<file path="src/rtl/dmem_dump_arbiter.sv">
// Data-memory port arbiter: passes pipeline accesses through, or stalls the
// pipeline and streams the whole data memory, MSB byte first, to the debug UART.
module dmem_dump_arbiter #(
   parameter int NB_WIDTH = 32,
   parameter int NB_ADDR  = 9,
   parameter int NB_DATA  = 8
) (
   input  logic                i_clk,
   input  logic                i_reset,
   input  logic [NB_WIDTH-1:0] i_pipe_mem_addr,
   input  logic [NB_WIDTH-1:0] i_pipe_mem_data,
   input  logic                i_pipe_mem_read,
   input  logic                i_pipe_mem_write,
   input  logic [2:0]          i_pipe_BHW,
   input  logic                i_dump_start,
   input  logic [NB_WIDTH-1:0] i_mem_read_data,
   input  logic                i_tx_ready,
   output logic [NB_WIDTH-1:0] o_mem_addr,
   output logic [NB_WIDTH-1:0] o_mem_data,
   output logic                o_mem_read,
   output logic                o_mem_write,
   output logic [2:0]          o_mem_BHW,
   output logic                o_dunit_r_data,
   output logic                o_pipe_stall,
   output logic [NB_DATA-1:0]  o_tx_byte,
   output logic                o_tx_valid,
   output logic                o_dump_busy,
   output logic                o_dump_done
);

   localparam int NB_CNT = NB_ADDR - 2;
   localparam logic [NB_CNT-1:0] LAST_WORD = '1;

   typedef enum logic [2:0] {IDLE, RD, CAP, SEND, DONE} state_t;

   state_t              state;
   logic                pending;
   logic [NB_CNT-1:0]   word_cnt;
   logic [1:0]          byte_idx;
   logic [NB_WIDTH-1:0] shift;

   assign o_tx_byte = shift[NB_WIDTH-1 -: NB_DATA];

   always_ff @(posedge i_clk) begin
      if (i_reset) begin
         state          <= IDLE;
         pending        <= 1'b0;
         word_cnt       <= '0;
         byte_idx       <= '0;
         shift          <= '0;
         o_tx_valid     <= 1'b0;
         o_dump_busy    <= 1'b0;
         o_dump_done    <= 1'b0;
         o_pipe_stall   <= 1'b0;
         o_dunit_r_data <= 1'b0;
      end else begin
         case (state)
            IDLE: begin
               // A start seen during a pipeline access waits for the first free cycle.
               if (pending && !i_pipe_mem_read && !i_pipe_mem_write) begin
                  state          <= RD;
                  pending        <= 1'b0;
                  word_cnt       <= '0;
                  o_pipe_stall   <= 1'b1;
                  o_dump_busy    <= 1'b1;
                  o_dunit_r_data <= 1'b1;
               end else if (i_dump_start) begin
                  pending <= 1'b1;
               end
            end
            RD: begin
               state          <= CAP;
               o_dunit_r_data <= 1'b0;
            end
            CAP: begin
               state      <= SEND;
               shift      <= i_mem_read_data;
               byte_idx   <= '0;
               o_tx_valid <= 1'b1;
            end
            SEND: begin
               if (i_tx_ready) begin
                  shift    <= {shift[NB_WIDTH-NB_DATA-1:0], {NB_DATA{1'b0}}};
                  byte_idx <= byte_idx + 2'd1;
                  if (byte_idx == 2'd3) begin
                     o_tx_valid <= 1'b0;
                     if (word_cnt == LAST_WORD) begin
                        state       <= DONE;
                        o_dump_done <= 1'b1;
                     end else begin
                        state          <= RD;
                        word_cnt       <= word_cnt + NB_CNT'(1);
                        o_dunit_r_data <= 1'b1;
                     end
                  end
               end
            end
            DONE: begin
               state        <= IDLE;
               o_dump_done  <= 1'b0;
               o_pipe_stall <= 1'b0;
               o_dump_busy  <= 1'b0;
            end
            default: state <= IDLE;
         endcase
      end
   end

   // Memory port: transparent to the pipeline when idle, owned by the dump otherwise.
   always_comb begin
      o_mem_addr  = '0;
      o_mem_data  = '0;
      o_mem_read  = 1'b0;
      o_mem_write = 1'b0;
      o_mem_BHW   = 3'b011;
      if (state == IDLE) begin
         o_mem_addr  = i_pipe_mem_addr;
         o_mem_data  = i_pipe_mem_data;
         o_mem_read  = i_pipe_mem_read;
         o_mem_write = i_pipe_mem_write;
         o_mem_BHW   = i_pipe_BHW;
      end else begin
         o_mem_addr[NB_ADDR-1:0] = {word_cnt, 2'b00};
         o_mem_read              = (state == RD);
      end
   end

endmodule

</file>
<file path="config.mk">
export PLATFORM = sky130hd
export DESIGN_NAME = dmem_dump_arbiter
export DESIGN_NICKNAME = d
export VERILOG_FILES = /design/src/rtl/dmem_dump_arbiter.sv
export SDC_FILE = /design/constraint.sdc
export NUM_CORES = 1
export LEC_CHECK = 0
export BUFFER_PORTS_ARGS = -buffer_cell sky130_fd_sc_hd__buf_2
export CAP_MARGIN = 20
export CORE_UTILIZATION = 41
export CTS_CLUSTER_DIAMETER = 120
export DETAILED_ROUTE_END_ITERATION = 10
export PLACE_DENSITY_LB_ADDON = 0.25
export RECOVER_POWER = 50
export SYNTH_ARGS = -nofsm -noshare
export SYNTH_HDL_FRONTEND = slang
export SYNTH_SLANG_ARGS = --single-unit
export TNS_END_PERCENT = 30
</file>
<file path="constraint.sdc">
create_clock -name i_clk -period 1.9 [get_ports i_clk]
set_input_delay 0.19 -clock i_clk [delete_from_list [all_inputs] [get_ports i_clk]]
set_output_delay 0.19 -clock i_clk [all_outputs]
set_load 0.02 [all_outputs]
</file>
==> results by group, run 1 <==
Floorplanning
  – Die H: 82.68 µm
  – Starting Density: 42.27%
  – Core area: 6314 µm²
  – Rows: 29
  – Die width: 82.68 µm
  – Area of the die: 6836 µm²
  – I/O Pins: 187

Synth
  – Compound-cell area share of the yosys netlist: 16.69%
  – Synth top area cells: dfxtp_1, and2_1, mux2i_1
  – FFs w/ async S/R, synth: 0%
  – Post-synth top area share: 36.76%
  – Post-synthesis mux area share: 10.27%
  – Yosys cell types: 37
  – Synth Area in Adders: 0.9376%
  – Commonest cells in the netlist: and2_1, dfxtp_1, nor2_1
  – Avg Inst Size Synth: 8.366 µm²
  – Xor-xnor portion of the synthesized cell area: 0%
  – Syn Inst Count: 319
  – Syn_nets: 426
  – Ys flop type: dfxtp_1
  – Post-synthesis sequential area ratio: 36.76%
  – Area leader, netlist: dfxtp_1
  – Synth warn: 0
  – Largest family of logic cells by synthesized area: simple AND/OR/NAND/NOR gates
  – EDFF count, synth: 0
  – #FFs+latches synth: 49
  – Netlist Area Pre-Place: 2669 µm²
  – Count leader, synth: and2_1
  – Synth Area in Simple Gates: 27.80%

Clock network
  – CTS H-tree depth: 2
  – CTS root buffer: clkbuf_8
  – Hold buffers post-CTS: 0
  – Worst-path clk slew: 0.09 ns
  – CTS tree: yes
  – Clk sinks: 49
  – Clk_lat worst skew: 0.31 ns
  – CTS Buf Count: 5
  – CTS Buffer Depth: 2
  – Postcts setup bufs: 0

Global routing
  – GRT Total Usage: 23.72%
  – GRT Residual Overflow: 0
  – Initial antenna violation count: 0
  – Global-route wire length before repair: 11,870 µm
  – Largest net degree at the start of global routing: 49
  – Number of global-route vias before repair: 2,389

Worst hold path
  – Hold-critical path depth: 3
  – HP Start: i_mem_read_data[3]
  – Worst Hold Path EP: shift[3]
  – Worst hold path type: input pin to flip-flop

Timing
  – Fmax: 535.0 MHz
  – Final Skew: 0.01210 ns
  – Final hold vios: 0
  – Tmin final: 1.869 ns
  – Final setup violation count: 0
  – Rel. slew slack: 44.71%
  – Tcrit/Tclk final: 98.38%
  – Slew Limit Fails: 0
  – RSZ-0062 raised after global routing: yes
  – Worst-Margin Slew: 0.8294 ns

Route
  – Drt first pass iters: 4
  – Vias/cell: 5.046
  – WL/cell: 14.84 µm
  – DR vias: 2,851
  – Final ANT Viol Nets: 0
  – 1st-iter DRT viols: 131
  – DRC: 0
  – WL final: 8387 µm

Placement
  – DP Cell Count: 555
  – Routability congestion estimate: 0.9048
  – Port bufs: 186
  – DP HPWL: 6398 µm

Setup path
  – Reg2reg start: word_cnt[0]
  – FF-to-FF path depth: 5
  – Worst endpoint required time: 1.71 ns
  – CP Max Fanout: 19
  – WS Path Type: flip-flop to output pin
  – Critical path arrival: 1.68 ns
  – Crit end category: output pin
  – FF-to-FF setup slack: 0.07 ns
  – Crit start category: flip-flop
  – Reg2reg end: word_cnt[4]

Final layout
  – Post-Layout Cell Count: 565
  – Share of cells above drive strength 1: 40.78%
  – Ant diodes: 0
  – Final core occ: 59.83%
  – Nets: 594
  – Area delta synth->final: 41.54%
  – Fill cells: 627

Pwr
  – Leak pwr: 0.001884 µW
  – Power density cells: 719.3 nW/µm²
  – Peak VDD IR: 0.4646 mV

Run status
  – Status: completed

Run
  – Maxcap violations: 0
[placed cells by master (no fill, tap or decap), drive strengths merged, types with 4 or more instances in the layout]
| cell | n |
|---|---|
| and2 | 60 |
| nand3 | 6 |
| clkbuf | 19 |
| dfxtp | 49 |
| a211oi | 25 |
| nand2 | 8 |
| o211ai | 5 |
| a22oi | 8 |
| a21oi | 8 |
| buf | 178 |
| mux2i | 24 |
| o21ai | 8 |
| nor2 | 42 |
| inv | 8 |
| or4 | 4 |
[where the power goes]
group | internal, µW | leakage (µW) | switching [µW] | total [µW]
clock | 395 | 0.0000585 | 363 | 758
combinational | 361 | 0.00143 | 489 | 849
sequential | 1080 | 0.000400 | 32.1 | 1110
[metal layers]
layer / track usage, % / wire length [µm] / vias to the layer above
met5: 0 / 0 / -
met2: 37.38 / 3831 / 109
met4: 6.034 / 106 / 0
met1: 32.31 / 3628 / 1296
met3: 5.714 / 822 / 6
li1: - / - / 1440
[worst max path at each step]
| stage | endpoint | startpoint | slack (ns) | cells past startpoint |
|---|---|---|---|---|
| after floorplan | word_cnt[4] | word_cnt[0] | 0.17 | 6 |
| after global placement | word_cnt[4] | word_cnt[0] | 0.15 | 5 |
| after detailed placement | word_cnt[4] | word_cnt[0] | 0.13 | 5 |
| after CTS | o_mem_addr[6] | state[1] | 0.03 | 4 |
| after global routing | o_mem_addr[18] | state[2] | -0.06 | 4 |
| final | o_mem_addr[8] | state[2] | 0.03 | 4 |
[what timing repair did]
action	CTS	global route
resized for setup	4	2
pin swaps	1	1
cloned	2	0
setup endpoints to repair	3	40
[logic make-up after synthesis]
group	count (synthesis)
mux	27
buf+inv	40
simple gates	137
fa+ha+maj	2
compound gates	64
flops	49
[sequential cells by signal, summed over array words and instances, names as in the netlist]
register,count
o_dump_done,1
byte_idx,2
shift,32
o_tx_valid,1
o_dunit_r_data,1
o_dump_busy,1
state,3
pending,1
word_cnt,7
[area by class of cell]
class | instances | area [µm²] | area share (%)
Inverter | 7 | 26.28 | 0.6956
Sequential cell | 49 | 987.2 | 26.13
Tap cell | 77 | 96.34 | 2.551
Clock inverter | 3 | 43.79 | 1.159
Clock buffer | 5 | 68.82 | 1.822
Multi-Input combinational cell | 230 | 1508 | 39.91
Timing Repair Buffer | 194 | 1047 | 27.72
[critical path, cell delays in order (launching register included)]
cell and delay, ns:
dfxtp_4 0.38, nor3_4 0.30, buf_12 0.19, mux2_2 0.33, buf_2 0.16
[per-stage QoR]
stage	cell area, µm²	total power [µW]	hold WS (ns)	worst slack [ns]	TNS (ns)
final	3777	2717	0.1141	0.03080	0
after floorplan	2669	1633	0.3383	0.1726	0
after global placement	3607	1936	0.4264	0.1477	0
after detailed placement	3607	1947	0.4342	0.1300	0
after CTS	3795	2738	0.1139	0.03007	0
after global routing	3777	2856	0.1330	-0.06159	-1.086
No activity file was read; power rests on OpenSTA's default activity.
==> inputs of run 2 (changes only) <==
--- a/config.mk
+++ b/config.mk
@@ -5,7 +5,7 @@
 export SDC_FILE = /design/constraint.sdc
 export NUM_CORES = 1
 export LEC_CHECK = 0
-export BUFFER_PORTS_ARGS = -buffer_cell sky130_fd_sc_hd__buf_2
+export BUFFER_PORTS_ARGS = -buffer_cell sky130_fd_sc_hd__clkbuf_2
 export CAP_MARGIN = 20
 export CORE_UTILIZATION = 41
 export CTS_CLUSTER_DIAMETER = 120
==> results by group, run 2 (synthesis results as in run 1) <==
Worst hold path
  – HP Start: i_mem_read_data[4]
  – Worst hold path type: input pin to flip-flop
  – Hold-critical path depth: 3

Final layout
  – Most flop-heavy register: shift
  – Post-Layout Cell Count: 568
  – Final Cell Area: 3795 µm²
  – Most frequent cells in the layout: clkbuf_2, and2_1, dfxtp_1
  – Most common cell after layout, fill and taps aside: clkbuf_2
  – Share of cells above drive strength 1: 40.73%
  – Biggest regs: shift (32), word_cnt (7), state (3)
  – Max reg flops: 32
  – Ant diodes: 0
  – Area delta synth->final: 42.19%
  – Nets: 597

Setup path
  – Crit start category: flip-flop
  – Reg2reg end: word_cnt[3]
  – FF-to-FF setup slack: 0.09 ns
  – Critical Path Source: state[2]
  – Crit end category: output pin
  – Critical path arrival: 1.67 ns
  – WS Path Type: flip-flop to output pin
  – Worst endpoint required time: 1.71 ns
  – FF-to-FF path depth: 5
  – CP endpoint: o_mem_addr[8]
  – CP Max Fanout: 19
  – Reg2reg start: word_cnt[0]

Timing
  – Fmax: 536.8 MHz
  – Final hold vios: 0
  – Slew Limit Fails: 0
  – Rel. slew slack: 45.96%
  – Final setup violation count: 0
  – Worst-Margin Slew: 0.8106 ns
  – Tmin final: 1.863 ns
  – Tcrit/Tclk final: 98.05%
  – RSZ-0062 raised after global routing: yes
  – Final Skew: 0.007672 ns
  – TNS Setup: 0 ns
  – Final Worst Setup Slack: 0.03707 ns

Global routing
  – Largest net degree at the start of global routing: 49
  – Number of global-route vias before repair: 2,359
  – GRT Total Usage: 23.82%
  – GRT Residual Overflow: 0
  – Global-route wire length before repair: 12,000 µm
  – Initial antenna violation count: 1

Clock network
  – Clk sinks: 49
  – CTS Buffer Depth: 2
  – Worst-path clk slew: 0.09 ns
  – Hold buffers post-CTS: 0
  – Clk_lat worst skew: 0.30 ns
  – CTS H-tree depth: 2
  – CTS Buf Count: 5
  – CTS root buffer: clkbuf_8
  – CTS tree: yes

Run
  – Maxcap violations: 0

Route
  – DR vias: 2,845
  – Vias/cell: 5.009
  – WL/cell: 14.86 µm
  – Drt first pass iters: 4
  – DRC: 0
  – WL final: 8439 µm
  – 1st-iter DRT viols: 129
  – Final ANT Viol Nets: 0

Placement
  – Dpl cell area: 3622 µm²
  – DP HPWL: 6494 µm
  – DP Cell Count: 557
  – Port bufs: 186
  – Setup Slack @ Placement: 0.1089 ns
  – Routability congestion estimate: 0.8874

Run status
  – Status: completed

Pwr
  – Leak pwr: 0.001910 µW
  – Power density cells: 711.6 nW/µm²
  – Peak VDD IR: 0.5672 mV
  – Pwr Total: 2700 µW

Floorplanning
  – Starting Density: 42.27%
  – Core area: 6314 µm²
  – Die H: 82.68 µm
  – Die width: 82.68 µm
  – Area of the die: 6836 µm²
  – Rows: 29
  – I/O Pins: 187
==> run 2: changes by cell type in the layout (fill, tap and decap cells not counted), moves of 2 or more <==
cell	before	now
clkbuf_2	1	171
buf_2	173	2
clkbuf_1	13	16
buf_4	3	5
==> run 2: worst min path at each step <==
stage | to | slack (ns)
after floorplan | shift[0] | 0.34
after global placement | shift[7] | 0.43
after detailed placement | shift[4] | 0.44
after CTS | shift[1] | 0.13
after global routing | shift[1] | 0.12
final | shift[4] | 0.13
==> run 2: repair_timing <==
item | CTS | global route
buffers inserted | 0 | 1
cloned | 2 | 0
setup endpoints to repair | 4 | 59
pin swaps | 1 | 1
hold endpoints to repair | 0 | 0
gates resized for setup | 3 | 9
==> run 2: through the flow <==
stage	hold slack [ns]	utilization [%]
floorplan	0.3383	-
global placement	0.4264	57.37
detailed placement	0.4387	57.37
CTS	0.1257	60.31
global route	0.1181	60.11
finish	0.1264	60.11
==> run 2: power by group <==
part | internal [µW] | switching (µW) | total, µW | leakage [µW]
registers | 1080 | 32.3 | 1110 | 0.000400
clock network | 395 | 342 | 737 | 0.0000554
logic | 359 | 494 | 853 | 0.00146
==> run 2: layer usage <==
metal | GRT usage, % | vias to the layer above | part of all wire [%]
li1 | - | 1444 | -
met1 | 31.23 | 1286 | 45
met2 | 37.62 | 98 | 46
met3 | 7.143 | 15 | 8.0
met4 | 6.897 | 2 | 1.6
met5 | 0 | - | 0.15
==> run 2: final cells by class <==
class	instances	area (µm²)
fill	620	2519
clock buffer	6	72.57
clock inverter	2	38.79
inverter	7	26.28
multi-input combinational	230	1514
timing repair buffer	197	1060
tap	77	96.34
sequential	49	987.2
==> run 2: critical path: stages, from the launching register on <==
cell and delay [ns]:
dfxtp_4 0.38, nor3_4 0.31, buf_12 0.19, mux2_2 0.34
buf_2 0.16
